## src/rtl/lab1_imul_iter_ctrl_if.sv

```systemverilog
// ----------------------------------------------------------------------------
// lab1_imul_iter_ctrl_if
//
// Request/response handshake bundle for the iterative multiplier control unit.
//
// Signals:
//   req_val  : request valid, driven by the upstream requester
//   req_rdy  : request ready, driven by the control unit
//   resp_val : response valid, driven by the control unit
//   resp_rdy : response ready, driven by the downstream consumer
//
// Modports:
//   master : the environment side (drives req_val and resp_rdy)
//   slave  : the control unit side (drives req_rdy and resp_val)
// ----------------------------------------------------------------------------
interface lab1_imul_iter_ctrl_if;
  logic req_val;
  logic req_rdy;
  logic resp_val;
  logic resp_rdy;

  modport master (
    output req_val,
    input  req_rdy,
    input  resp_val,
    output resp_rdy
  );

  modport slave (
    input  req_val,
    output req_rdy,
    output resp_val,
    input  resp_rdy
  );
endinterface

```

## src/rtl/lab1_imul_iter_ctrl.sv

```systemverilog
// ----------------------------------------------------------------------------
// lab1_imul_iter_ctrl
//
// Control unit for a p_nbits-wide iterative shift-add multiplier. It accepts
// one request, then sequences the datapath through p_nbits shift-add
// iterations, then presents the result until the consumer takes it.
//
//   IDLE : load A, B from the request and clear the result register
//   CALC : shift A left, shift B right, add A into result when B[0] is set
//   DONE : hold the result and assert resp_val until resp_rdy
//
// Parameters:
//   p_nbits        : operand width and number of shift-add iterations
//
// Ports:
//   clk            : clock, rising edge
//   reset          : asynchronous, active-high reset
//   hs             : request/response handshake (slave modport)
//   b_lsb          : bit 0 of the datapath B register
//   b_is_zero      : datapath B register equals zero
//   a_mux_sel      : 1 = load A from request, 0 = A << 1
//   b_mux_sel      : 1 = load B from request, 0 = B >> 1
//   result_mux_sel : 1 = result next is 0, 0 = result next is adder-mux output
//   add_mux_sel    : 1 = result + A, 0 = result unchanged
//   result_en      : result register write enable
//   iter_count     : completed iterations of the current operation
//
// Optional feature:
//   LAB1_IMUL_ITER_CTRL_EARLY_EXIT_EN : when defined, CALC finishes as soon as
//   the B register reaches zero, because no further partial products can be
//   added. Without it b_is_zero is ignored and CALC always runs p_nbits cycles.
// ----------------------------------------------------------------------------
module lab1_imul_iter_ctrl #(
  parameter  int unsigned p_nbits = 32,
  localparam int unsigned CNT_W   = $clog2(p_nbits + 1)
) (
  input  logic                     clk,
  input  logic                     reset,
  lab1_imul_iter_ctrl_if.slave     hs,
  input  logic                     b_lsb,
  input  logic                     b_is_zero,
  output logic                     a_mux_sel,
  output logic                     b_mux_sel,
  output logic                     result_mux_sel,
  output logic                     add_mux_sel,
  output logic                     result_en,
  output logic [CNT_W-1:0]         iter_count
);

  typedef enum logic [1:0] {
    IDLE = 2'd0,
    CALC = 2'd1,
    DONE = 2'd2
  } state_t;

  // Count value seen during the final CALC cycle, and the saturation ceiling.
  localparam logic [CNT_W-1:0] CNT_LAST = CNT_W'(p_nbits - 1);
  localparam logic [CNT_W-1:0] CNT_FULL = CNT_W'(p_nbits);

  state_t           state;
  state_t           state_next;
  logic [CNT_W-1:0] cnt_next;

  // Increment that sticks at p_nbits so the count can never wrap.
  function automatic logic [CNT_W-1:0] sat_inc(input logic [CNT_W-1:0] v);
    if (v >= CNT_FULL) begin
      return CNT_FULL;
    end
    return v + CNT_W'(1);
  endfunction

`ifdef LAB1_IMUL_ITER_CTRL_EARLY_EXIT_EN
  logic early_exit;
  assign early_exit = b_is_zero;
`else
  logic early_exit;
  logic b_is_zero_unused;
  assign early_exit       = 1'b0;
  assign b_is_zero_unused = b_is_zero;
`endif

  // State and iteration counter registers.
  always_ff @(posedge clk or posedge reset) begin
    if (reset) begin
      state      <= IDLE;
      iter_count <= '0;
    end else begin
      state      <= state_next;
      iter_count <= cnt_next;
    end
  end

  // Next-state and output decode.
  always_comb begin
    state_next     = state;
    cnt_next       = iter_count;
    hs.req_rdy     = 1'b0;
    hs.resp_val    = 1'b0;
    a_mux_sel      = 1'b0;
    b_mux_sel      = 1'b0;
    result_mux_sel = 1'b0;
    add_mux_sel    = 1'b0;
    result_en      = 1'b0;

    unique case (state)
      IDLE: begin
        hs.req_rdy     = 1'b1;
        a_mux_sel      = 1'b1;
        b_mux_sel      = 1'b1;
        result_mux_sel = 1'b1;
        // Clear the result register in the same cycle the operands load.
        result_en      = hs.req_val;
        if (hs.req_val) begin
          state_next = CALC;
          cnt_next   = '0;
        end
      end

      CALC: begin
        result_en   = 1'b1;
        add_mux_sel = b_lsb;
        cnt_next    = sat_inc(iter_count);
        if (iter_count >= CNT_LAST) begin
          state_next = DONE;
        end
        // Once B is zero the result is final; freeze it and the count.
        if (early_exit) begin
          state_next = DONE;
          cnt_next   = iter_count;
          result_en  = 1'b0;
        end
      end

      DONE: begin
        hs.resp_val = 1'b1;
        if (hs.resp_rdy) begin
          state_next = IDLE;
        end
      end

      default: begin
        state_next = IDLE;
        cnt_next   = '0;
      end
    endcase

    // The register is already forced to IDLE by reset, but the IDLE decode
    // would otherwise advertise readiness and enable the result register.
    if (reset) begin
      hs.req_rdy  = 1'b0;
      hs.resp_val = 1'b0;
      result_en   = 1'b0;
    end
  end

endmodule
```

## src/flat_wrapper.sv

```systemverilog
// flat-port wrapper written by rule: the top's interface ports become plain ports
module lab1_imul_iter_ctrl_flat 
#(
  parameter  int unsigned p_nbits = 32,
  localparam int unsigned CNT_W   = $clog2(p_nbits + 1)
)
  (clk, reset, b_lsb, b_is_zero, a_mux_sel, b_mux_sel, result_mux_sel, add_mux_sel, result_en, iter_count, hs_req_val, hs_req_rdy, hs_resp_val, hs_resp_rdy);
  lab1_imul_iter_ctrl_if hs_i ();
  input  logic clk;
  input  logic reset;
  input  logic b_lsb;
  input  logic b_is_zero;
  output logic a_mux_sel;
  output logic b_mux_sel;
  output logic result_mux_sel;
  output logic add_mux_sel;
  output logic result_en;
  output logic [CNT_W-1:0] iter_count;
  input wire logic [$bits(hs_i.req_val)-1:0] hs_req_val;
  output wire logic [$bits(hs_i.req_rdy)-1:0] hs_req_rdy;
  output wire logic [$bits(hs_i.resp_val)-1:0] hs_resp_val;
  input wire logic [$bits(hs_i.resp_rdy)-1:0] hs_resp_rdy;
  assign hs_i.req_val = hs_req_val;
  assign hs_req_rdy = hs_i.req_rdy;
  assign hs_resp_val = hs_i.resp_val;
  assign hs_i.resp_rdy = hs_resp_rdy;
  lab1_imul_iter_ctrl #(.p_nbits(p_nbits)) u_core (.clk(clk), .reset(reset), .hs(hs_i), .b_lsb(b_lsb), .b_is_zero(b_is_zero), .a_mux_sel(a_mux_sel), .b_mux_sel(b_mux_sel), .result_mux_sel(result_mux_sel), .add_mux_sel(add_mux_sel), .result_en(result_en), .iter_count(iter_count));
endmodule
```

## config.mk

```make
export PLATFORM = sky130hd
export DESIGN_NAME = lab1_imul_iter_ctrl_flat
export DESIGN_NICKNAME = d
export VERILOG_FILES = /design/src/rtl/lab1_imul_iter_ctrl_if.sv /design/src/rtl/lab1_imul_iter_ctrl.sv /design/src/flat_wrapper.sv
export SDC_FILE = /design/constraint.sdc
export NUM_CORES = 1
export LEC_CHECK = 0
export ABC_CLOCK_PERIOD_IN_PS = 1200
export BUFFER_PORTS_ARGS = -buffer_cell sky130_fd_sc_hd__buf_2
export CAP_MARGIN = 10
export CORE_AREA = 2 2 44 46
export CTS_CLUSTER_SIZE = 25
export DETAILED_ROUTE_END_ITERATION = 10
export DIE_AREA = 0 0 46 48
export GPL_ROUTABILITY_DRIVEN = 1
export SLEW_MARGIN = 20
export SYNTH_ARGS = -nofsm -noshare
export SYNTH_HDL_FRONTEND = slang
export SYNTH_SLANG_ARGS = --single-unit
```

## constraint.sdc

```tcl
create_clock -name clk -period 1.2 [get_ports clk]
set_input_delay 0 -clock clk [delete_from_list [all_inputs] [get_ports clk]]
set_output_delay 0 -clock clk [all_outputs]
set_load 0.05 [all_outputs]
```

==> flow_summary.json, run 1 <==
{
  "grt_pass1_wl_um": 1814,
  "worst-r2r-cell-count": 4,
  "crit_type": "reg2out",
  "synth.top_cell.area_share": 0.4061,
  "final_cell_area_um2": 738.2,
  "r2r_start": "u_core.state[1]$_DFFE_PP0P_",
  "ys_top_cells_by_area": "dfrtp_1, ha_1, buf_4",
  "crit_fanout": 4,
  "cp-startpoint": "u_core.state[1]$_DFFE_PP0P_",
  "power_density_mw_per_mm2": 2605,
  "cp_data_required_time_ps": 1200,
  "track_usage": 0.1222,
  "worstSetupEndpointType": "primary output",
  "crit_slowest_cell": "dfrtp_2",
  "placed_area_um2": 624.3,
  "grt_antenna_before_repair": 0,
  "synthCells": 52,
  "vias_per_cell": 4.890,
  "num_vias": 445,
  "synth_area_per_cell_um2": 9.480,
  "clock_sinks": 8,
  "maxSlewHeadroom": 0.7933,
  "mostFrequentLayoutCells": "buf_2, buf_6, dfrtp_2",
  "drcViolationCount": 0,
  "wire_per_inst_um": 11.87,
  "hold_viol_final": 0,
  "tritoncts": "built",
  "yosysSeqAreaShare": 0.4061,
  "slew_viol_final": 0,
  "skew_ps": 1.921,
  "cpPeakStageDelay_ps": 430,
  "hp-class": "in2reg",
  "grt_overflow": 0,
  "met2_wirelength_um": 524,
  "setup_viol": 0,
  "diodes": 0,
  "synth_top_area_cell": "dfrtp_1",
  "grt_pass1_vias": 410,
  "fin_crit_sh": 0.9958,
  "status": "finished clean",
  "cap_violations": 0,
  "io_pins": 19,
  "layout_min_cycle_time_ps": 1195,
  "core_mm2": 0.001689,
  "cts_root_buffer": "clkbuf_4",
  "grt_setup_unrepaired": "true",
  "post-route-util": 0.4370,
  "worst-slew-pin-transition_ps": 309.7,
  "drt_pass1_iterations": 2,
  "grt_max_degree": 12,
  "holdPathEnd": "u_core.state[0]$_DFFE_PP0P_",
  "insertion_delay_ps": 250,
  "arrival_ps": 1200,
  "drive_above_1_share": 0.5676,
  "timing.critical_path.max_delay_family": "flip-flops",
  "fmax_mhz": 836.8,
  "path_buf_inv": 2,
  "clk_pin_slew_worst_paths_ps": 50,
  "drt-met1-wl_um": 473,
  "hold_depth": 2,
  "synth.distinct_cells": 25,
  "area_growth_pct": 49.75,
  "leakagePower_nw": 0.3311,
  "path_cells": "buf_6 -> and3b_1 -> buf_6",
  "initial_core_util": 0.2919,
  "crit_top_cell": "buf_6",
  "fin_nets": 83,
  "yosys_warnings": 0,
  "ir_drop_uv": 1398,
  "rows": 15,
  "netlist_area_um2": 493.0,
  "r2r-end": "u_core.iter_count[3]$_DFFE_PP0P_",
  "h-tree-depth": 1,
  "final_common_cell": "buf_2",
  "crit_path_start_kind": "flip-flop",
  "drt-initial-drc-count": 1,
  "final_antenna_net_count": 0,
  "io_buffers": 17,
  "die_area_mm2": 0.002208,
  "die_x_um": 46,
  "die_h_um": 48,
  "dp_hpwl_um": 785.6,
  "synth_seq_cells": 8,
  "place.gp.congestion": 0.7249,
  "wl_met3_um": 83,
  "hp-start": "hs_req_val",
  "clockBufferDepth": 2,
  "synth_nets": 60,
  "routed.top_layer": "met3",
  "routed_wl_um": 1080,
  "reg2reg_setup_slack_ps": 70,
  "numCtsBuffers": 3
}
==> how the worst max path moves through the flow <==
stage / end / slack, ps / depth (start not counted)
after floorplan: hs_resp_val / -130 / 3
after global placement: u_core.state[1]$_DFFE_PP0P_ / 100 / 4
after detailed placement: u_core.iter_count[3]$_DFFE_PP0P_ / 80 / 3
after CTS: add_mux_sel / -1 / 3
after global routing: add_mux_sel / -40 / 3
final: add_mux_sel / 5 / 3
==> layout make-up <==
cell class | instances | area [um^2]
Multi-Input combinational cell | 35 | 287.8
Tap cell | 17 | 21.27
Timing Repair Buffer | 23 | 180.2
Sequential cell | 8 | 207.7
Clock buffer | 4 | 26.28
Inverter | 4 | 15.01
Fill cell | 166 | 950.9
==> kinds of logic (layout without fill, tap and decap cells) <==
kind of cell | Yosys count | count (layout) | synth area share
fa+ha+maj | 2 | 2 | 0.05075
simple gates | 19 | 19 | 0.2284
flops | 8 | 8 | 0.4061
xor+xnor | 3 | 3 | 0.05331
compound gates | 11 | 11 | 0.1523
buf+inv | 9 | 31 | 0.1091
==> per-layer routing <==
layer	global-route usage	vias to the layer above
li1	-	223
met4	0.05143	0
met3	0.07170	0
met5	0	-
met2	0.1639	19
met1	0.1579	203
==> registers in the layout, indices dropped and copies added (netlist names) <==
| name | cells |
|---|---|
| u_core.iter_count | 6 |
| u_core.state | 2 |
==> report_power, final <==
group          total [W]  switching [W]  internal (W)
Clock           0.000221      0.0000939      0.000127
Sequential      0.000548       0.000163      0.000385
Combinational    0.00115       0.000743      0.000411
Total            0.00192        0.00100      0.000923
==> cell usage after synthesis <==
master	number
xnor2_1	2
inv_1	4
o22ai_1	3
and3_4	1
buf_4	3
buf_2	1
a32o_1	1
buf_6	1
nand2_1	5
dfrtp_1	8
nand4_1	1
nor3b_1	2
nand2b_4	1
nand3_1	2
ha_1	2
a21oi_1	2
a21o_1	1
nor3_1	2
xor2_1	1
and3b_1	1
nor2_1	3
o21ai_0	2
a31oi_1	1
nand3b_1	1
a211oi_2	1
==> stage by stage <==
step	setup slack [ps]	setup TNS (ps)	hold WS [ps]	cells	power, W
after CTS	-1.180	-1.180	18.61	90	0.001879
after floorplan	-128.8	-475.4	-184.6	52	0.001386
after detailed placement	84.38	0	22.66	84	0.001584
after global routing	-41.57	-97.36	41.13	91	0.002069
final	4.996	0	39.77	91	0.001923
after global placement	101.2	0	19.71	84	0.001571
==> repair_timing <==
item                       CTS  global route
setup endpoints to repair    7            11
pin swaps                    0             1
resized for setup           13             9
buffers inserted             1             1
hold endpoints to repair     8             0
gates cloned                 0             0
hold buffers                 1             0
Note: power is estimated with default switching activity, not from simulation.
==> run 2: changes to the inputs <==
--- a/config.mk
+++ b/config.mk
@@ -5,7 +5,7 @@
 export SDC_FILE = /design/constraint.sdc
 export NUM_CORES = 1
 export LEC_CHECK = 0
-export ABC_CLOCK_PERIOD_IN_PS = 1200
+export ABC_CLOCK_PERIOD_IN_PS = 1000
 export BUFFER_PORTS_ARGS = -buffer_cell sky130_fd_sc_hd__buf_2
 export CAP_MARGIN = 10
 export CORE_AREA = 2 2 44 46
==> constraint.sdc (replaced) <==
create_clock -name clk -period 1 [get_ports clk]
set_input_delay 0 -clock clk [delete_from_list [all_inputs] [get_ports clk]]
set_output_delay 0 -clock clk [all_outputs]
set_load 0.05 [all_outputs]
==> run 2 against run 1 <==
Against the previous run: the run now ends with negative setup slack left; die area unchanged; clock power up 29%; combinational power up 64%; first-iteration DRC count rose to 4.0 times the previous value; critical path depth unchanged; power up 48%; register-to-register slack worse by 180 ps; clock skew up 1.3 ps; worst setup slack worse by 220 ps; via count up 8.1%; sequential share of layout area down 5.7 points; sequential cell count unchanged; critical path type unchanged; largest cell class unchanged; largest power group unchanged.
==> flow_summary.json, run 2 (synthesis results as in run 1) <==
{
  "drcViolationCount": 0,
  "top_register": "u_core.iter_count",
  "timing.final.ws_setup_ps": -215.0,
  "hp-class": "in2reg",
  "crit_slowest_cell": "dfrtp_2",
  "p_int_w": 0.001482,
  "grt_setup_unrepaired": "true",
  "h-tree-depth": 1,
  "largest_register_ffs": 6,
  "skew_ps": 3.254,
  "final_antenna_net_count": 0,
  "leakagePower_nw": 0.4115,
  "clock_sinks": 8,
  "dp_hpwl_um": 883,
  "initial_core_util": 0.2919,
  "timing.hold.ws_ps": 18.42,
  "r2r_start": "u_core.state[1]$_DFFE_PP0P_",
  "power_density_mw_per_mm2": 3045,
  "maxSlewHeadroom": 0.7955,
  "post-route-util": 0.5526,
  "fin_crit_sh": 1.215,
  "layout_min_cycle_time_ps": 1215,
  "p_clk_frac": 0.100,
  "reg2reg_setup_slack_ps": -110,
  "grt_pass1_wl_um": 2187,
  "insertion_delay_ps": 270,
  "path_cells": "buf_12 -> and3b_1 -> buf_6",
  "worstSetupEndpointType": "primary output",
  "track_usage": 0.1459,
  "die_h_um": 48,
  "setup_viol": 15,
  "worst-r2r-cell-count": 4,
  "cts_root_buffer": "clkbuf_4",
  "holdPathEnd": "u_core.state[0]$_DFFE_PP0P_",
  "mostFrequentLayoutCells": "buf_4, buf_6, dfrtp_2",
  "cpPeakStageDelay_ps": 430,
  "routed_wl_um": 1273,
  "fin_nets": 92,
  "status": "complete, but fails checks",
  "worst-slew-pin-transition_ps": 306.4,
  "io_pins": 19,
  "grt_pass1_vias": 495,
  "core_mm2": 0.001689,
  "io_buffers": 17,
  "drive_above_1_share": 0.6867,
  "drt-initial-drc-count": 4,
  "crit_type": "reg2out",
  "timing.critical_path.max_delay_family": "flip-flops",
  "cap_violations": 0,
  "p_switching_w": 0.001360,
  "die_area_mm2": 0.002208,
  "hold_depth": 2,
  "arrival_ps": 1220,
  "diodes": 0,
  "place.gp.congestion": 0.7001,
  "grt_max_degree": 9,
  "clockBufferDepth": 2,
  "pwr-share-seq": 0.237,
  "wire_per_inst_um": 12.73,
  "crit_fanout": 4,
  "drt_pass1_iterations": 3,
  "cp_data_required_time_ps": 1000,
  "swShare": 0.4786,
  "hold_viol_final": 0,
  "area_growth_pct": 89.34,
  "num_vias": 481,
  "p_total_w": 0.002843,
  "grt_antenna_before_repair": 0,
  "ir_drop_uv": 1884,
  "die_x_um": 46,
  "tritoncts": "built",
  "reg_top3": "u_core.iter_count (6), u_core.state (2)",
  "rows": 15,
  "numCtsBuffers": 3,
  "crit_path_start_kind": "flip-flop",
  "r2r-end": "u_core.state[1]$_DFFE_PP0P_",
  "path_buf_inv": 2,
  "violations": "negative setup slack",
  "vias_per_cell": 4.810,
  "grt_overflow": 0,
  "clk_pin_slew_worst_paths_ps": 50,
  "hp-start": "hs_req_val",
  "slew_viol_final": 0,
  "p_comb_frac": 0.664,
  "fmax_mhz": 823.0
}
==> run 2: how the worst max path moves through the flow <==
stage | endpoint | depth (start not counted) | startpoint
after CTS | add_mux_sel | 3 | u_core.state[1]$_DFFE_PP0P_
after global routing | add_mux_sel | 3 | u_core.state[1]$_DFFE_PP0P_
final | add_mux_sel | 3 | u_core.state[1]$_DFFE_PP0P_
after detailed placement | u_core.iter_count[5]$_DFFE_PP0P_ | 3 | u_core.state[0]$_DFFE_PP0P_
after floorplan | u_core.state[0]$_DFFE_PP0P_ | 3 | u_core.iter_count[0]$_DFFE_PP0P_
after global placement | u_core.iter_count[0]$_DFFE_PP0P_ | 3 | u_core.state[0]$_DFFE_PP0P_
==> run 2: layout make-up <==
type,count,area [um^2]
clock buffer,4,26.28
fill,153,755.7
inverter,4,15.01
multi-input combinational,35,337.8
sequential,8,209.0
tap,17,21.27
timing repair buffer,32,324.1
==> run 2: power by group through the flow <==
| stage | Sequential, W | Combinational, W | Clock [W] |
|---|---|---|---|
| CTS | 0.000649 | 0.00170 | 0.000288 |
| detailed placement | 0.000667 | 0.00137 | 0 |
| finish | 0.000673 | 0.00189 | 0.000284 |
| global route | 0.000695 | 0.00201 | 0.000311 |
| floorplan | 0.000948 | 0.000796 | 0 |
| global placement | 0.000658 | 0.00137 | 0 |
==> run 2: routing by layer <==
layer / vias to the layer above / part of all wire / GRT usage
li1: 240 / - / -
met1: 218 / 0.42 / 0.1701
met2: 18 / 0.50 / 0.2389
met3: 5 / 0.049 / 0.03019
met4: 0 / 0.030 / 0.1029
met5: - / 0 / 0
==> run 2: what timing repair did <==
item / CTS / global route
hold buffers: 1 / 0
setup buffers: 5 / 0
hold endpoints to repair: 8 / 0
pin swaps: 8 / 4
resized for setup: 30 / 17
endpoints found under the setup margin: 17 / 20
==> run 2: metrics by stage <==
| step | instance area [um^2] | setup slack (ps) | cells | TNS, ps |
|---|---|---|---|---|
| floorplan | 576.8 | -203.1 | 52 | -1339 |
| global placement | 703.2 | -84.81 | 90 | -660.0 |
| detailed placement | 703.2 | -100.7 | 90 | -777.0 |
| CTS | 870.8 | -214.7 | 100 | -1785 |
| global route | 933.4 | -246.4 | 100 | -2592 |
| finish | 933.4 | -215.0 | 100 | -1817 |
==> run 3: changes to the inputs <==
--- a/config.mk
+++ b/config.mk
@@ -13,6 +13,7 @@
 export DETAILED_ROUTE_END_ITERATION = 10
 export DIE_AREA = 0 0 46 48
 export GPL_ROUTABILITY_DRIVEN = 1
+export SETUP_SLACK_MARGIN = 0.3
 export SLEW_MARGIN = 20
 export SYNTH_ARGS = -nofsm -noshare
 export SYNTH_HDL_FRONTEND = slang
==> run 3 against run 2 <==
Against the previous run: the flow still finishes with violations (negative setup slack); cell area up 5.6%; routed wire length up 12%; maximum frequency up 2.6%; critical path depth unchanged; sequential cell count unchanged; cell count up 3.0%; critical path type unchanged; largest cell class unchanged.
==> flow_summary.json, run 3 (synthesis results as in run 1) <==
{
  "leakagePower_nw": 0.4326,
  "crit_type": "reg2out",
  "routed_wl_um": 1428,
  "place_inst": 91,
  "crit_fanout": 6,
  "crit_slowest_cell": "dfrtp_2",
  "fin_crit_sh": 1.185,
  "setup_viol": 15,
  "grt_overflow": 0,
  "diodes": 0,
  "final_cell_area_um2": 985.9,
  "place.gp.congestion": 0.7387,
  "die_x_um": 46,
  "arrival_ps": 1180,
  "r2r_start": "u_core.iter_count[0]$_DFFE_PP0P_",
  "worst-slew-pin-transition_ps": 318.6,
  "r2r-end": "u_core.iter_count[2]$_DFFE_PP0P_",
  "setup-tns-final_ps": -1586,
  "crit_path_start_kind": "flip-flop",
  "placed_area_um2": 699.4,
  "h-tree-depth": 1,
  "final_antenna_net_count": 0,
  "cp_data_required_time_ps": 1000,
  "fin_nets": 95,
  "cts_root_buffer": "clkbuf_4",
  "top_register": "u_core.iter_count",
  "grt_setup_unrepaired": "true",
  "path_cells": "buf_6 -> nor2_4 -> buf_6",
  "die_h_um": 48,
  "num_vias": 509,
  "timing.hold.ws_ps": 30.43,
  "final_cells": 103,
  "mostFrequentLayoutCells": "buf_6, buf_4, dfrtp_2",
  "layout_min_cycle_time_ps": 1185,
  "status": "complete, but fails checks",
  "reg2reg_setup_slack_ps": -100,
  "clk_pin_slew_worst_paths_ps": 50,
  "power_density_mw_per_mm2": 3091,
  "dp_hpwl_um": 847,
  "core_mm2": 0.001689,
  "crit_top_cell": "buf_6",
  "area_growth_pct": 100.0,
  "numCtsBuffers": 3,
  "drcViolationCount": 0,
  "clock_sinks": 8,
  "hp-class": "in2reg",
  "timing.critical_path.max_delay_family": "flip-flops",
  "ir_drop_uv": 1650,
  "clockBufferDepth": 2,
  "violations": "negative setup slack",
  "hold_depth": 2,
  "grt_max_degree": 9,
  "cpPeakStageDelay_ps": 450,
  "drt_pass1_iterations": 2,
  "wire_per_inst_um": 13.86,
  "drt-initial-drc-count": 7,
  "track_usage": 0.1510,
  "rows": 15,
  "fmax_mhz": 844.2,
  "vias_per_cell": 4.942,
  "drive_above_1_share": 0.7674,
  "io_buffers": 17,
  "worstSetupEndpointType": "primary output",
  "final_common_cell": "buf_6",
  "io_pins": 19,
  "cap_violations": 0,
  "hold_viol_final": 0,
  "reg_top3": "u_core.iter_count (6), u_core.state (2)",
  "grt_pass1_vias": 518,
  "initial_core_util": 0.2919,
  "skew_ps": 3.824,
  "timing.final.ws_setup_ps": -184.6,
  "slew_viol_final": 0,
  "grt_pass1_wl_um": 2221,
  "grt_antenna_before_repair": 0,
  "holdPathEnd": "u_core.state[0]$_DFFE_PP0P_",
  "hp-start": "hs_req_val",
  "maxSlewHeadroom": 0.7874,
  "insertion_delay_ps": 260,
  "largest_register_ffs": 6,
  "worst-r2r-cell-count": 4,
  "path_buf_inv": 2,
  "nFillCells": 155,
  "die_area_mm2": 0.002208,
  "tritoncts": "built"
}
run 3: per-layer routing:
metal | share of wire | global-route usage | up-vias
met3 | 0.049 | 0.03774 | 4
met1 | 0.40 | 0.1644 | 241
li1 | - | - | 245
met5 | 0 | 0 | -
met2 | 0.53 | 0.2639 | 19
met4 | 0.021 | 0.09143 | 0
run 3: cell type report:
class | instances | area (um^2) | area share
clock buffers | 4 | 26.28 | 0.02665
inverters | 4 | 17.52 | 0.01777
multi-input cells | 35 | 365.4 | 0.3706
flip-flops and latches | 8 | 210.2 | 0.2132
well taps | 17 | 21.27 | 0.02157
repair buffers | 35 | 345.3 | 0.3503
run 3: power by group:
part	internal, W	leakage (nW)	total, W	switching [W]
combinational	0.000976	0.327	0.00207	0.00109
sequential	0.000466	0.0904	0.000707	0.000241
clock	0.000153	0.0150	0.000272	0.000119
total	0.00160	0.433	0.00305	0.00145
run 3: metrics by stage:
| stage | util | power (W) | setup slack, ps |
|---|---|---|---|
| 4_1_cts | 0.5467 | 0.002825 | -176.4 |
| 3_3_place_gp | 0.4141 | 0.002030 | -95.37 |
| 2_1_floorplan | - | 0.001747 | -203.1 |
| 5_1_grt | 0.5837 | 0.003211 | -227.1 |
| 6_report | 0.5837 | 0.003048 | -184.6 |
| 3_5_place_dp | 0.4141 | 0.002034 | -106.9 |
run 3: what timing repair did:
action,CTS,global route
endpoints found under the hold margin,8,0
pin swaps,13,1
hold buffers,1,0
buffers inserted,5,2
gates resized for setup,44,11
setup endpoints to repair,21,21
run 3: how the worst max path moves through the flow:
stage	cells past startpoint	start	end
finish	3	u_core.state[0]$_DFFE_PP0P_	a_mux_sel
global route	3	u_core.state[0]$_DFFE_PP0P_	a_mux_sel
CTS	3	u_core.state[0]$_DFFE_PP0P_	a_mux_sel
detailed placement	4	u_core.iter_count[1]$_DFFE_PP0P_	u_core.iter_count[2]$_DFFE_PP0P_
global placement	3	u_core.state[0]$_DFFE_PP0P_	u_core.state[0]$_DFFE_PP0P_
floorplan	3	u_core.iter_count[0]$_DFFE_PP0P_	u_core.state[0]$_DFFE_PP0P_
